### src/rtl/icache_line_fill_pkg.sv
// Shared types and size derivations for the I-cache line-fill engine.
package icache_fill_pkg;

    typedef enum logic [2:0] {
        ST_IDLE  = 3'd0,
        ST_AR    = 3'd1,
        ST_RDATA = 3'd2,
        ST_DONE  = 3'd3,
        ST_WAIT  = 3'd4
    } fill_state_e;

    function automatic int calc_off_bits(input int line_size);
        return $clog2(line_size / 32'sd8);
    endfunction

    function automatic int calc_beats(input int line_size, input int bus_width);
        return line_size / bus_width;
    endfunction

endpackage

### src/rtl/icache_line_fill_if.sv
// Miss-port and memory-bus signal bundle; master is the fill engine, slave is its environment.
interface icache_line_fill_if #(
    parameter int ADDR_WIDTH = 32,
    parameter int LINE_SIZE  = 256,
    parameter int BUS_WIDTH  = 32
) ();

    logic                  c_strobe_i;
    logic [ADDR_WIDTH-1:0] c_addr_i;
    logic                  c_ready_o;
    logic [LINE_SIZE-1:0]  c_data_o;
    logic                  bus_arvalid_o;
    logic [ADDR_WIDTH-1:0] bus_araddr_o;
    logic [7:0]            bus_arlen_o;
    logic                  bus_arready_i;
    logic                  bus_rvalid_i;
    logic [BUS_WIDTH-1:0]  bus_rdata_i;
    logic                  bus_rlast_i;
    logic                  bus_rready_o;
    logic                  fill_err_o;

    modport master (
        input  c_strobe_i, c_addr_i, bus_arready_i, bus_rvalid_i, bus_rdata_i, bus_rlast_i,
        output c_ready_o, c_data_o, bus_arvalid_o, bus_araddr_o, bus_arlen_o, bus_rready_o,
               fill_err_o
    );

    modport slave (
        output c_strobe_i, c_addr_i, bus_arready_i, bus_rvalid_i, bus_rdata_i, bus_rlast_i,
        input  c_ready_o, c_data_o, bus_arvalid_o, bus_araddr_o, bus_arlen_o, bus_rready_o,
               fill_err_o
    );

endinterface

### src/rtl/icache_line_fill_line_assembler.sv
// Beat register file for a cache-line fill; beat 0 lands in the most significant slot.
module line_assembler #(
    parameter int BUS_WIDTH = 32,
    parameter int BEATS     = 8,
    parameter int CNT_W     = 3
) (
    input  logic                       clk_i,
    input  logic                       rst_ni,
    input  logic                       we,
    input  logic [CNT_W-1:0]           idx,
    input  logic [BUS_WIDTH-1:0]       wdata,
    output logic [BEATS*BUS_WIDTH-1:0] line
);

    localparam int LINE_W = BEATS * BUS_WIDTH;

    logic [BUS_WIDTH-1:0] slot_r [BEATS];

    // Slot storage, written one beat at a time.
    always_ff @(posedge clk_i or negedge rst_ni) begin
        if (!rst_ni) begin
            for (int k = 0; k < BEATS; k++) begin
                slot_r[k] <= '0;
            end
        end else begin
            for (int k = 0; k < BEATS; k++) begin
                if (we && (idx == CNT_W'(k))) begin
                    slot_r[k] <= wdata;
                end
            end
        end
    end

    // MSB-first packing: lowest-address beat occupies the top of the line.
    always_comb begin
        line = '0;
        for (int k = 0; k < BEATS; k++) begin
            line[LINE_W-1-k*BUS_WIDTH -: BUS_WIDTH] = slot_r[k];
        end
    end

endmodule

### src/rtl/icache_line_fill.sv
// I-cache line-fill engine: one burst read per miss, assembled into a line.
// Optional last-line buffer enabled by defining ICACHE_LINE_FILL_LINEBUF_EN.
module icache_line_fill
    import icache_fill_pkg::*;
#(
    parameter int ADDR_WIDTH = 32,
    parameter int LINE_SIZE  = 256,
    parameter int BUS_WIDTH  = 32
) (
    input  logic               clk_i,
    input  logic               rst_ni,
    icache_line_fill_if.master io
);

    localparam int OFF_BITS = calc_off_bits(LINE_SIZE);
    localparam int BEATS    = calc_beats(LINE_SIZE, BUS_WIDTH);
    localparam int CNT_W    = (BEATS > 1) ? $clog2(BEATS) : 1;
    localparam logic [CNT_W-1:0]      LAST_CNT = CNT_W'(BEATS - 1);
    localparam logic [7:0]            ARLEN    = 8'(BEATS - 1);
    localparam logic [ADDR_WIDTH-1:0] OFF_MASK = {{(ADDR_WIDTH-OFF_BITS){1'b1}}, {OFF_BITS{1'b0}}};

    fill_state_e           state_r, state_s;
    logic [CNT_W-1:0]      cnt_r, cnt_s;
    logic [ADDR_WIDTH-1:0] addr_r, addr_s;
    logic                  err_r, err_s;
    logic                  arvalid_r, rready_r, c_ready_r;
    logic [7:0]            arlen_r;
    logic [ADDR_WIDTH-1:0] aligned_s;
    logic                  beat_we_s;
    logic [LINE_SIZE-1:0]  line_s;

    assign aligned_s = io.c_addr_i & OFF_MASK;
    assign beat_we_s = (state_r == ST_RDATA) && io.bus_rvalid_i;

`ifdef ICACHE_LINE_FILL_LINEBUF_EN
    logic                           buf_valid_r;
    logic [ADDR_WIDTH-OFF_BITS-1:0] buf_tag_r;
    logic                           hit_s;

    assign hit_s = buf_valid_r && (buf_tag_r == aligned_s[ADDR_WIDTH-1:OFF_BITS]);

    // Tag of the line held in the assembler; dropped as soon as a new burst starts overwriting it.
    always_ff @(posedge clk_i or negedge rst_ni) begin
        if (!rst_ni) begin
            buf_valid_r <= 1'b0;
            buf_tag_r   <= '0;
        end else if ((state_r == ST_RDATA) && (state_s == ST_DONE)) begin
            buf_valid_r <= 1'b1;
            buf_tag_r   <= addr_r[ADDR_WIDTH-1:OFF_BITS];
        end else if (state_r == ST_AR) begin
            buf_valid_r <= 1'b0;
        end
    end
`endif

    // Next-state, beat counter and error detection.
    always_comb begin
        state_s = state_r;
        cnt_s   = cnt_r;
        addr_s  = addr_r;
        err_s   = err_r;
        case (state_r)
            ST_IDLE: begin
                if (io.c_strobe_i) begin
                    addr_s = aligned_s;
`ifdef ICACHE_LINE_FILL_LINEBUF_EN
                    if (hit_s) begin
                        state_s = ST_DONE;
                    end else begin
                        state_s = ST_AR;
                    end
`else
                    state_s = ST_AR;
`endif
                end else begin
                    state_s = ST_IDLE;
                end
            end
            ST_AR: begin
                if (io.bus_arready_i) begin
                    state_s = ST_RDATA;
                end else begin
                    state_s = ST_AR;
                end
            end
            ST_RDATA: begin
                // Completion follows the counter; rlast only feeds the error flag.
                if (io.bus_rvalid_i) begin
                    if (cnt_r == LAST_CNT) begin
                        cnt_s   = '0;
                        state_s = ST_DONE;
                        if (!io.bus_rlast_i) begin
                            err_s = 1'b1;
                        end else begin
                            err_s = err_r;
                        end
                    end else begin
                        cnt_s = cnt_r + CNT_W'(1);
                        if (io.bus_rlast_i) begin
                            err_s = 1'b1;
                        end else begin
                            err_s = err_r;
                        end
                    end
                end else begin
                    state_s = ST_RDATA;
                end
            end
            ST_DONE: begin
                if (io.c_strobe_i) begin
                    state_s = ST_WAIT;
                end else begin
                    state_s = ST_IDLE;
                end
            end
            ST_WAIT: begin
                if (io.c_strobe_i) begin
                    state_s = ST_WAIT;
                end else begin
                    state_s = ST_IDLE;
                end
            end
            default: begin
                state_s = ST_IDLE;
                cnt_s   = '0;
            end
        endcase
    end

    // State registers; handshake outputs are decoded from the next state so they leave flops.
    always_ff @(posedge clk_i or negedge rst_ni) begin
        if (!rst_ni) begin
            state_r   <= ST_IDLE;
            cnt_r     <= '0;
            addr_r    <= '0;
            err_r     <= 1'b0;
            arvalid_r <= 1'b0;
            rready_r  <= 1'b0;
            c_ready_r <= 1'b0;
            arlen_r   <= 8'd0;
        end else begin
            state_r   <= state_s;
            cnt_r     <= cnt_s;
            addr_r    <= addr_s;
            err_r     <= err_s;
            arvalid_r <= (state_s == ST_AR);
            rready_r  <= (state_s == ST_RDATA);
            c_ready_r <= (state_s == ST_DONE);
            arlen_r   <= (state_s == ST_AR) ? ARLEN : 8'd0;
        end
    end

    line_assembler #(
        .BUS_WIDTH (BUS_WIDTH),
        .BEATS     (BEATS),
        .CNT_W     (CNT_W)
    ) u_line_assembler (
        .clk_i  (clk_i),
        .rst_ni (rst_ni),
        .we     (beat_we_s),
        .idx    (cnt_r),
        .wdata  (io.bus_rdata_i),
        .line   (line_s)
    );

    assign io.c_ready_o     = c_ready_r;
    assign io.c_data_o      = line_s;
    assign io.bus_arvalid_o = arvalid_r;
    assign io.bus_araddr_o  = addr_r;
    assign io.bus_arlen_o   = arlen_r;
    assign io.bus_rready_o  = rready_r;
    assign io.fill_err_o    = err_r;

endmodule

### src/flat_wrapper.sv
// flat-port wrapper written by rule: the top's interface ports become plain ports
module icache_line_fill_flat import icache_fill_pkg::*;
#(
    parameter int ADDR_WIDTH = 32,
    parameter int LINE_SIZE  = 256,
    parameter int BUS_WIDTH  = 32
)
  (clk_i, rst_ni, io_c_strobe_i, io_c_addr_i, io_bus_arready_i, io_bus_rvalid_i, io_bus_rdata_i, io_bus_rlast_i, io_c_ready_o, io_c_data_o, io_bus_arvalid_o, io_bus_araddr_o, io_bus_arlen_o, io_bus_rready_o, io_fill_err_o);
  icache_line_fill_if #(.ADDR_WIDTH(ADDR_WIDTH), .LINE_SIZE(LINE_SIZE), .BUS_WIDTH(BUS_WIDTH)) io_i ();
  input  logic clk_i;
  input  logic rst_ni;
  input wire logic [$bits(io_i.c_strobe_i)-1:0] io_c_strobe_i;
  input wire logic [$bits(io_i.c_addr_i)-1:0] io_c_addr_i;
  input wire logic [$bits(io_i.bus_arready_i)-1:0] io_bus_arready_i;
  input wire logic [$bits(io_i.bus_rvalid_i)-1:0] io_bus_rvalid_i;
  input wire logic [$bits(io_i.bus_rdata_i)-1:0] io_bus_rdata_i;
  input wire logic [$bits(io_i.bus_rlast_i)-1:0] io_bus_rlast_i;
  output wire logic [$bits(io_i.c_ready_o)-1:0] io_c_ready_o;
  output wire logic [$bits(io_i.c_data_o)-1:0] io_c_data_o;
  output wire logic [$bits(io_i.bus_arvalid_o)-1:0] io_bus_arvalid_o;
  output wire logic [$bits(io_i.bus_araddr_o)-1:0] io_bus_araddr_o;
  output wire logic [$bits(io_i.bus_arlen_o)-1:0] io_bus_arlen_o;
  output wire logic [$bits(io_i.bus_rready_o)-1:0] io_bus_rready_o;
  output wire logic [$bits(io_i.fill_err_o)-1:0] io_fill_err_o;
  assign io_i.c_strobe_i = io_c_strobe_i;
  assign io_i.c_addr_i = io_c_addr_i;
  assign io_i.bus_arready_i = io_bus_arready_i;
  assign io_i.bus_rvalid_i = io_bus_rvalid_i;
  assign io_i.bus_rdata_i = io_bus_rdata_i;
  assign io_i.bus_rlast_i = io_bus_rlast_i;
  assign io_c_ready_o = io_i.c_ready_o;
  assign io_c_data_o = io_i.c_data_o;
  assign io_bus_arvalid_o = io_i.bus_arvalid_o;
  assign io_bus_araddr_o = io_i.bus_araddr_o;
  assign io_bus_arlen_o = io_i.bus_arlen_o;
  assign io_bus_rready_o = io_i.bus_rready_o;
  assign io_fill_err_o = io_i.fill_err_o;
  icache_line_fill #(.ADDR_WIDTH(ADDR_WIDTH), .LINE_SIZE(LINE_SIZE), .BUS_WIDTH(BUS_WIDTH)) u_core (.clk_i(clk_i), .rst_ni(rst_ni), .io(io_i));
endmodule
### config.mk
export PLATFORM = sky130hd
export DESIGN_NAME = icache_line_fill_flat
export DESIGN_NICKNAME = d
export VERILOG_FILES = /design/src/rtl/icache_line_fill_pkg.sv /design/src/rtl/icache_line_fill_if.sv /design/src/rtl/icache_line_fill_line_assembler.sv /design/src/rtl/icache_line_fill.sv /design/src/flat_wrapper.sv
export SDC_FILE = /design/constraint.sdc
export NUM_CORES = 1
export LEC_CHECK = 0
export ABC_AREA = 1
export CAP_MARGIN = 30
export CORE_ASPECT_RATIO = 0.6
export CORE_MARGIN = 10
export CORE_UTILIZATION = 42
export DETAILED_ROUTE_END_ITERATION = 8
export PLACE_DENSITY = 0.75
export RECOVER_POWER = 25
export SLEW_MARGIN = 30
export SYNTH_ARGS = -nofsm -noshare
export SYNTH_HDL_FRONTEND = slang
export SYNTH_SLANG_ARGS = --single-unit
### constraint.sdc
create_clock -name clk_i -period 1.55 [get_ports clk_i]
set_input_delay 0.2325 -clock clk_i [delete_from_list [all_inputs] [get_ports clk_i]]
set_output_delay 0.2325 -clock clk_i [all_outputs]
set_load 0.01 [all_outputs]
==> impl_results.md, run 1 <==
* Fin crit period at 1.64 ns
* Initial antenna violation count at 1
* R2r setup slk at -0.09 ns
* Largest net degree at the start of global routing at 67
* First-pass GRT wire length at 66,500 um
* IO buf count at 354
* Setup Viol. Count Final at 121
* Placed Area at 16,100 um^2
* Worst Setup EP: u_core.u_line_assembler.line[17]
* Die area at 35,500 um^2
* Clock Skews at 0.0107 ns
* Cell-internal power at 0.0193 W
* Vias per cell at 5.41
* Reg power frac at 37.9%
* DP Cell Count at 2,018
* CTS tree: done
* PD cells at 1580 nW/um^2
* Fmax at 610 MHz
* Clk slew on worst S/H paths at 0.07 ns
* DR pass1 iterations at 6
* Clk_lat worst skew at 0.56 ns
* Yosys cell types at 21
* Clock buffer count from CTS at 28
* Area growth syn-to-layout at 62.7%
* Worst Path Arrival at 2.08 ns
* Outcome: finished, violations left
* CTS sink cnt at 293
* Worst setup startpoint: u_core.cnt_r[1]
* Worst-Margin Slew at 1.01 ns
* DRC at 0
* Sw Ratio at 36.4%
* Post-detailed-route wirelength per cell at 24.3 um
* Die Wd at 237 um
* HPWL after detailed placement at 30,400 um
* Leak pwr at 10.7 nW
* RSZ-0062 raised after global routing: yes
* Final Instance Count excl. Fillers at 2,139
* Max-slew violations at 0
* Mean Syn Cell Area at 8.84 um^2
* Violated checks: negative setup slack
* Max FO, Critical Path at 5
* Nets@finish at 1,829
* YS warnings at 0
* Via total after detailed routing at 11.6k
* Starting Density at 42.8%
* Hold Fails Final Rpt at 0
* DRT antenna net count at 0
* Power share of the combinational group at 38.2%
* Share of layout cells above drive strength 1 at 25.5%
* Maximum Capacitance Violations at 0
* # H-tree levels at 1
* Switching power at 0.0110 W
* GRT Util Overall at 23.9%
* Gpl congestion at 0.850
* CP required at 1.99 ns
* Synthesis-stage register bit count at 293
* Clock power share at 23.9%
* Fillers at 2,059
* Row count at 47
* Clock buffer depth at 3
* Io pins at 370
* Worst Hold Class: primary input to flop
* Post-route cell area at 19,200 um^2
* Maximum VDD drop at 1.07 mV
* Path depth of the worst reg2reg path at 9
* Crit start category: flop
* Slew margin rel. at 32.7%
* Ant. Diodes at 0
* Setup Crit Path Kind: flop to flop
* Dpl ws at -0.172 ns
* Via count of the first global-routing pass at 10.9k
* Chip Height at 150 um
* Final WL at 52,000 um
* Post-Syn Area at 11,800 um^2
* Root Driver: clkbuf_16
* Final Worst Setup Slack at -0.0890 ns
* Period utilisation layout at 106%
* Post-synthesis sequential area ratio at 62.0%
* Reg2reg start: u_core.cnt_r[1]
* Reg2Reg Capture Point: u_core.u_line_assembler.line[17]
* Critical path endpoint category: flop
* Core region area at 27,600 um^2
* GRT overflow at 0
* Drt initial violations at 1,169
* Syn Inst Count at 1,338
[kinds of logic (layout without fill, tap and decap cells)]
logic type	Yosys count	count (layout)	share of synthesized area, %
fa+ha+maj	6	6	0.635
buf+inv	169	594	6.68
flops	293	293	62.0
compound gates	30	30	1.29
other cells	1	10	0.0317
simple gates	838	838	29.3
xor+xnor	1	1	0.0741
[synthesized netlist by cell type, drive strengths merged]
| cell type | n | area, um^2 |
|---|---|---|
| nor3b | 1 | 7.51 |
| nor2 | 15 | 66.3 |
| inv | 44 | 165 |
| ha | 6 | 75.1 |
| buf | 65 | 373 |
| nand3 | 231 | 1160 |
| clkbuf | 60 | 251 |
| o21ai | 28 | 140 |
| xor2 | 1 | 8.76 |
| dfrtp | 293 | 7330 |
| a21o | 1 | 7.51 |
| a21oi | 1 | 5.00 |
| nand2 | 591 | 2230 |
| conb | 1 | 3.75 |
[worst min-delay path by stage]
stage                    startpoint                           endpoint  slack (ns)  depth (start not counted)
global placement             rst_ni  u_core.u_line_assembler.line[164]        0.13                          1
detailed placement           rst_ni  u_core.u_line_assembler.line[102]        0.12                          1
global route         io_c_addr_i[9]          u_core.io.bus_araddr_o[9]        0.21                          3
floorplan                    rst_ni                    u_core.cnt_r[0]       -0.06                          0
finish              io_c_addr_i[28]         u_core.io.bus_araddr_o[28]        0.22                          3
CTS                          rst_ni  u_core.u_line_assembler.line[102]        0.15                          2
[flip-flops by register name (all words and copies together), names as in the netlist]
register / flops
u_core.io.bus_rready_o: 1
u_core.cnt_r: 3
u_core.io.bus_arlen_o: 1
u_core.io.c_ready_o: 1
u_core.state_r: 3
u_core.u_line_assembler.line: 256
u_core.io.bus_araddr_o: 27
u_core.io.fill_err_o: 1
[layout by cell type, fill, tap and decap left out, types with 7 or more instances in the layout]
cell / count
nor2_1: 9
nand2_4: 48
dfrtp_1: 293
clkdlybuf4s15_1: 8
buf_8: 13
o21ai_0: 28
dlygate4sd2_1: 282
clkbuf_16: 59
conb_1: 10
clkdlybuf4s50_1: 63
buf_6: 28
nand2_1: 382
buf_12: 27
nand2_2: 155
inv_1: 33
inv_2: 8
nand3_2: 23
buf_4: 37
buf_16: 7
nand3_1: 205
[per-layer routing]
layer | vias to the layer above | wire (um) | track usage [%] | share of wire, %
met1 | 5699 | 20900 | 31.3 | 40
met2 | 736 | 23200 | 37.4 | 45
met3 | 113 | 6190 | 8.17 | 12
met5 | - | 0 | 0 | 0
li1 | 5031 | - | - | -
met4 | 0 | 1690 | 6.37 | 3.3
[critical path, stage by stage, from the launching register on]
cell       delay [ns]
dfrtp_1          0.42
ha_4             0.19
ha_4             0.16
nor2_1           0.08
nor2_1           0.06
nand2_2          0.18
inv_8            0.11
clkbuf_16        0.18
nand2_2          0.06
nand2_1          0.08
[power groups by stage]
stage | clock, W | combinational (W) | sequential, W
final | 0.00727 | 0.0116 | 0.0115
after global routing | 0.00767 | 0.0124 | 0.0118
after CTS | 0.00732 | 0.00940 | 0.0111
after detailed placement | 0 | 0.0107 | 0.0113
after global placement | 0 | 0.0104 | 0.0112
after floorplan | 0 | 0.00298 | 0.0122
[timing repair]
action / in CTS / in global routing
setup endpoints to repair: 413 / 231
hold buffers: 1 / 0
endpoints found under the hold margin: 293 / 0
pin swaps: 6 / 52
cloned: 5 / 42
resized for setup: 335 / 338
buffers inserted: 10 / 17
[final cells by class]
class / count / area [um^2] / share of cell area [%]
inverter: 44 / 183 / 0.949
timing repair buffer: 501 / 5500 / 28.6
multi-input combinational: 885 / 4820 / 25.0
sequential: 293 / 7330 / 38.1
clock inverter: 11 / 138 / 0.715
clock buffer: 38 / 820 / 4.26
tap: 367 / 459 / 2.39
[metrics by stage]
| stage | setup TNS (ns) | total power [W] | utilization, % | hold slack (ns) |
|---|---|---|---|---|
| 2_1_floorplan | -0.0727 | 0.0152 | - | -0.0631 |
| 3_3_place_gp | -29.28 | 0.0217 | 58.4 | 0.127 |
| 3_5_place_dp | -31.16 | 0.0220 | 58.4 | 0.125 |
| 4_1_cts | -1.11 | 0.0279 | 61.8 | 0.146 |
| 5_1_grt | -15.24 | 0.0319 | 69.6 | 0.206 |
| 6_report | -2.82 | 0.0304 | 69.6 | 0.222 |
No activity file was read; power rests on OpenSTA's default activity.
==> inputs of run 2 (changes only) <==
Settings changed: GPL_TIMING_DRIVEN set to 1, SYNTH_HIERARCHICAL set to 1.
==> run 2 against run 1 <==
Effect of this change:
- the run still ends with negative setup slack left
- count of clock-buffer cells in the layout fell by 4
- sequential share of layout area rose by 4.9 points
- non-clock buffer count fell by 52
- register-to-register slack got worse by 0.05 ns
- area after synthesis fell by 0.68%
- clock power fell by 3.3%
- design area fell by 11%
- maximum frequency fell by 3.0%
- global-route usage fell by 0.78 points
- critical path depth rose by 3
- largest cell class unchanged
==> impl_results.md, run 2 <==
* Outcome: finished, violations left
* Violated checks: negative setup slack
* Hold depth at 3
* Share of layout cells above drive strength 1 at 11.9%
* PD cells at 1860 nW/um^2
* IO buf count at 354
* Syn Inst Count at 1,326
* WP depth at 12
* Via count of the first global-routing pass at 10.1k
* Nets@finish at 1,772
* DRC at 0
* Via total after detailed routing at 10.5k
* Fmax at 592 MHz
* CP cell instances: inv_2 -> nand2_2 -> nor2_4 -> inv_2 -> nor2_4 -> inv_2 -> nor2_4 -> buf_8 -> nand2_8 -> clkbuf_16 -> nand2_1 -> nand2_1
* Crit start category: flop
* Top cells by area, synth: dfrtp_1 (62%), nand2_1 (22%), nand3_1 (5.8%), o21ai_2 (1.6%), buf_2 (1.4%)
* Final WL at 43,400 um
* Final Worst Setup Slack at -0.140 ns
* EDFF count, synth at 0
* Maximum VDD drop at 1.08 mV
* Share of the synthesized area in the top cell type at 62.4%
* Worst Hold Class: primary input to flop
* DRT antenna net count at 0
* Clock buffer count from CTS at 27
* Most frequent cells in the layout: nand2_1 (664), dfrtp_1 (293), dlygate4sd2_1 (290), nand3_1 (137), clkdlybuf4s50_1 (63)
* Post-synth top cells: nand2_1 (690), dfrtp_1 (293), nand3_1 (137)
* CTS tree: done
* Chip Height at 150 um
* Setup TNS Final at -18.35 ns
* Starting Density at 42.6%
* Async set or reset register ratio after synthesis at 100%
* GRT overflow at 0
* RSZ-0062 raised after global routing: yes
* CP required at 1.97 ns
* Period utilisation layout at 109%
* Root Driver: clkbuf_16
* YS warnings at 6
* Hold Fails Final Rpt at 0
* Max-slew violations at 0
* Mean Syn Cell Area at 8.86 um^2
* Row count at 47
* Leak pwr at 9.90 nW
* Initial antenna violation count at 0
* Gpl congestion at 0.817
* Die area at 35,300 um^2
* Tot Pwr at 0.0318 W
* # H-tree levels at 1
* Max stage delay cell, worst path: dfrtp_1
* CP max stage delay at 0.39 ns
* Max FO, Critical Path at 6
* Slew margin rel. at 27.6%
* Critical path endpoint category: flop
* Crit path buffers/inverters at 5
* Clock Skews at 0.0191 ns
* Path depth of the worst reg2reg path at 12
* Io pins at 370
* Most numerous cell in the Yosys netlist: nand2_1
* CTS sink cnt at 293
* Final core utilization at 61.8%
* Post-detailed-route wirelength per cell at 20.8 um
* Ant. Diodes at 0
* Post-Syn Area at 11,700 um^2
* Die Wd at 236 um
* Clock buffer depth at 3
* Setup Crit Path Kind: flop to flop
* First-pass GRT wire length at 64,000 um
* Clk slew on worst S/H paths at 0.06 ns
* Largest net degree at the start of global routing at 64
* DR pass1 iterations at 5
* Dpl ws at -0.296 ns
* Synthesis-stage register bit count at 293
* GRT Util Overall at 23.1%
* Post-synthesis sequential area ratio at 62.4%
* Critical path's top delay family: simple AND/OR/NAND/NOR gates
* Core region area at 27,600 um^2
* Worst-Margin Slew at 1.09 ns
* Most frequently used flop master after synthesis: dfrtp_1
* Fin crit period at 1.69 ns
* Maximum Capacitance Violations at 0
* Area growth syn-to-layout at 45.2%
* Max reg flops at 256
* Drt initial violations at 1,175
* Yosys cell types at 25
* Setup Viol. Count Final at 236
* Hold WS at 0.231 ns
* Vias per cell at 5.02
* Worst Path Arrival at 2.11 ns
* HPWL after detailed placement at 29,700 um
* Leading cell type in the layout, fill and taps excluded: nand2_1
* Cell taking the most area after synthesis: dfrtp_1
* Clk_lat worst skew at 0.55 ns
run 2: changes by cell type in the layout (fill, tap and decap cells not counted), sizes merged, moves of 2 or more:
cell           previous run  this run
buf                     112        84
clkbuf                   73        44
clkdlybuf4s15             8         0
clkinvlp                  0         2
dlygate4sd2             282       290
ha                        6         2
inv                      44        39
nand2                   591       692
nand3                   231       138
nor2                     15        17
run 2: layout make-up:
cell class	count	area, um^2
Multi-Input combinational cell	889	3850
Tap cell	367	459
Clock inverter	13	181
Inverter	40	155
Sequential cell	293	7330
Timing Repair Buffer	449	4340
Clock buffer	34	742
Fill cell	2396	10500
run 2: path summary, 6_finish.rpt:
kind                                                   startpoint                           endpoint  slack (ns)
worst min-delay path                              io_c_addr_i[26]         u_core/io.bus_araddr_o[26]        0.23
max in group asynchronous                                  rst_ni  u_core/u_line_assembler/line[127]        0.15
worst max register to register                  u_core/state_r[0]  u_core/u_line_assembler/line[245]       -0.14
worst max-delay path                            u_core/state_r[0]  u_core/u_line_assembler/line[245]       -0.14
min in group asynchronous                                  rst_ni  u_core/u_line_assembler/line[107]        0.43
worst min register to register  u_core/u_line_assembler/line[111]  u_core/u_line_assembler/line[111]        0.47
run 2: per-stage QoR:
| stage | cells | cell area (um^2) |
|---|---|---|
| finish | 2085 | 17100 |
| global placement | 2012 | 16000 |
| CTS | 2078 | 16900 |
| global route | 2085 | 17100 |
| floorplan | 1335 | 11900 |
| detailed placement | 2012 | 16000 |
run 2: cell families (layout without fill, tap and decap cells):
kind of cell	Yosys count	in the layout	synth area share, %
xor+xnor	1	1	0.0746
flops	293	293	62.4
buf+inv	153	536	6.49
compound gates	28	28	1.86
other cells	1	10	0.0319
fa+ha+maj	2	2	0.213
simple gates	848	848	28.9
run 2: power breakdown:
group,internal (W),total [W],switching (W),leakage (nW)
Sequential,0.0107,0.0126,0.00191,3.84
Combinational,0.00514,0.0122,0.00703,5.61
Clock,0.00406,0.00703,0.00297,0.450
run 2: per-layer routing:
metal  vias to the layer above  GRT usage, %  share of wire, %
li1                       4810             -                 -
met1                      5094          30.7                41
met2                       513          36.4                46
met3                        58          7.47                11
met4                         0          5.23               2.1
met5                         -             0                 0
run 2: tightest hold or removal path: cells and delay by family:
| family | cells | cell delay [ns] |
|---|---|---|
| compound gates | 1 | 0.06 |
| buf+inv | 2 | 0.44 |
run 2: timing repair:
item	4_1_cts	5_1_grt
setup buffers	13	2
gates cloned	5	6
endpoints found under the hold margin	281	0
resized for setup	322	18
setup endpoints to repair	546	261
pin swaps	6	1
hold buffers	1	0
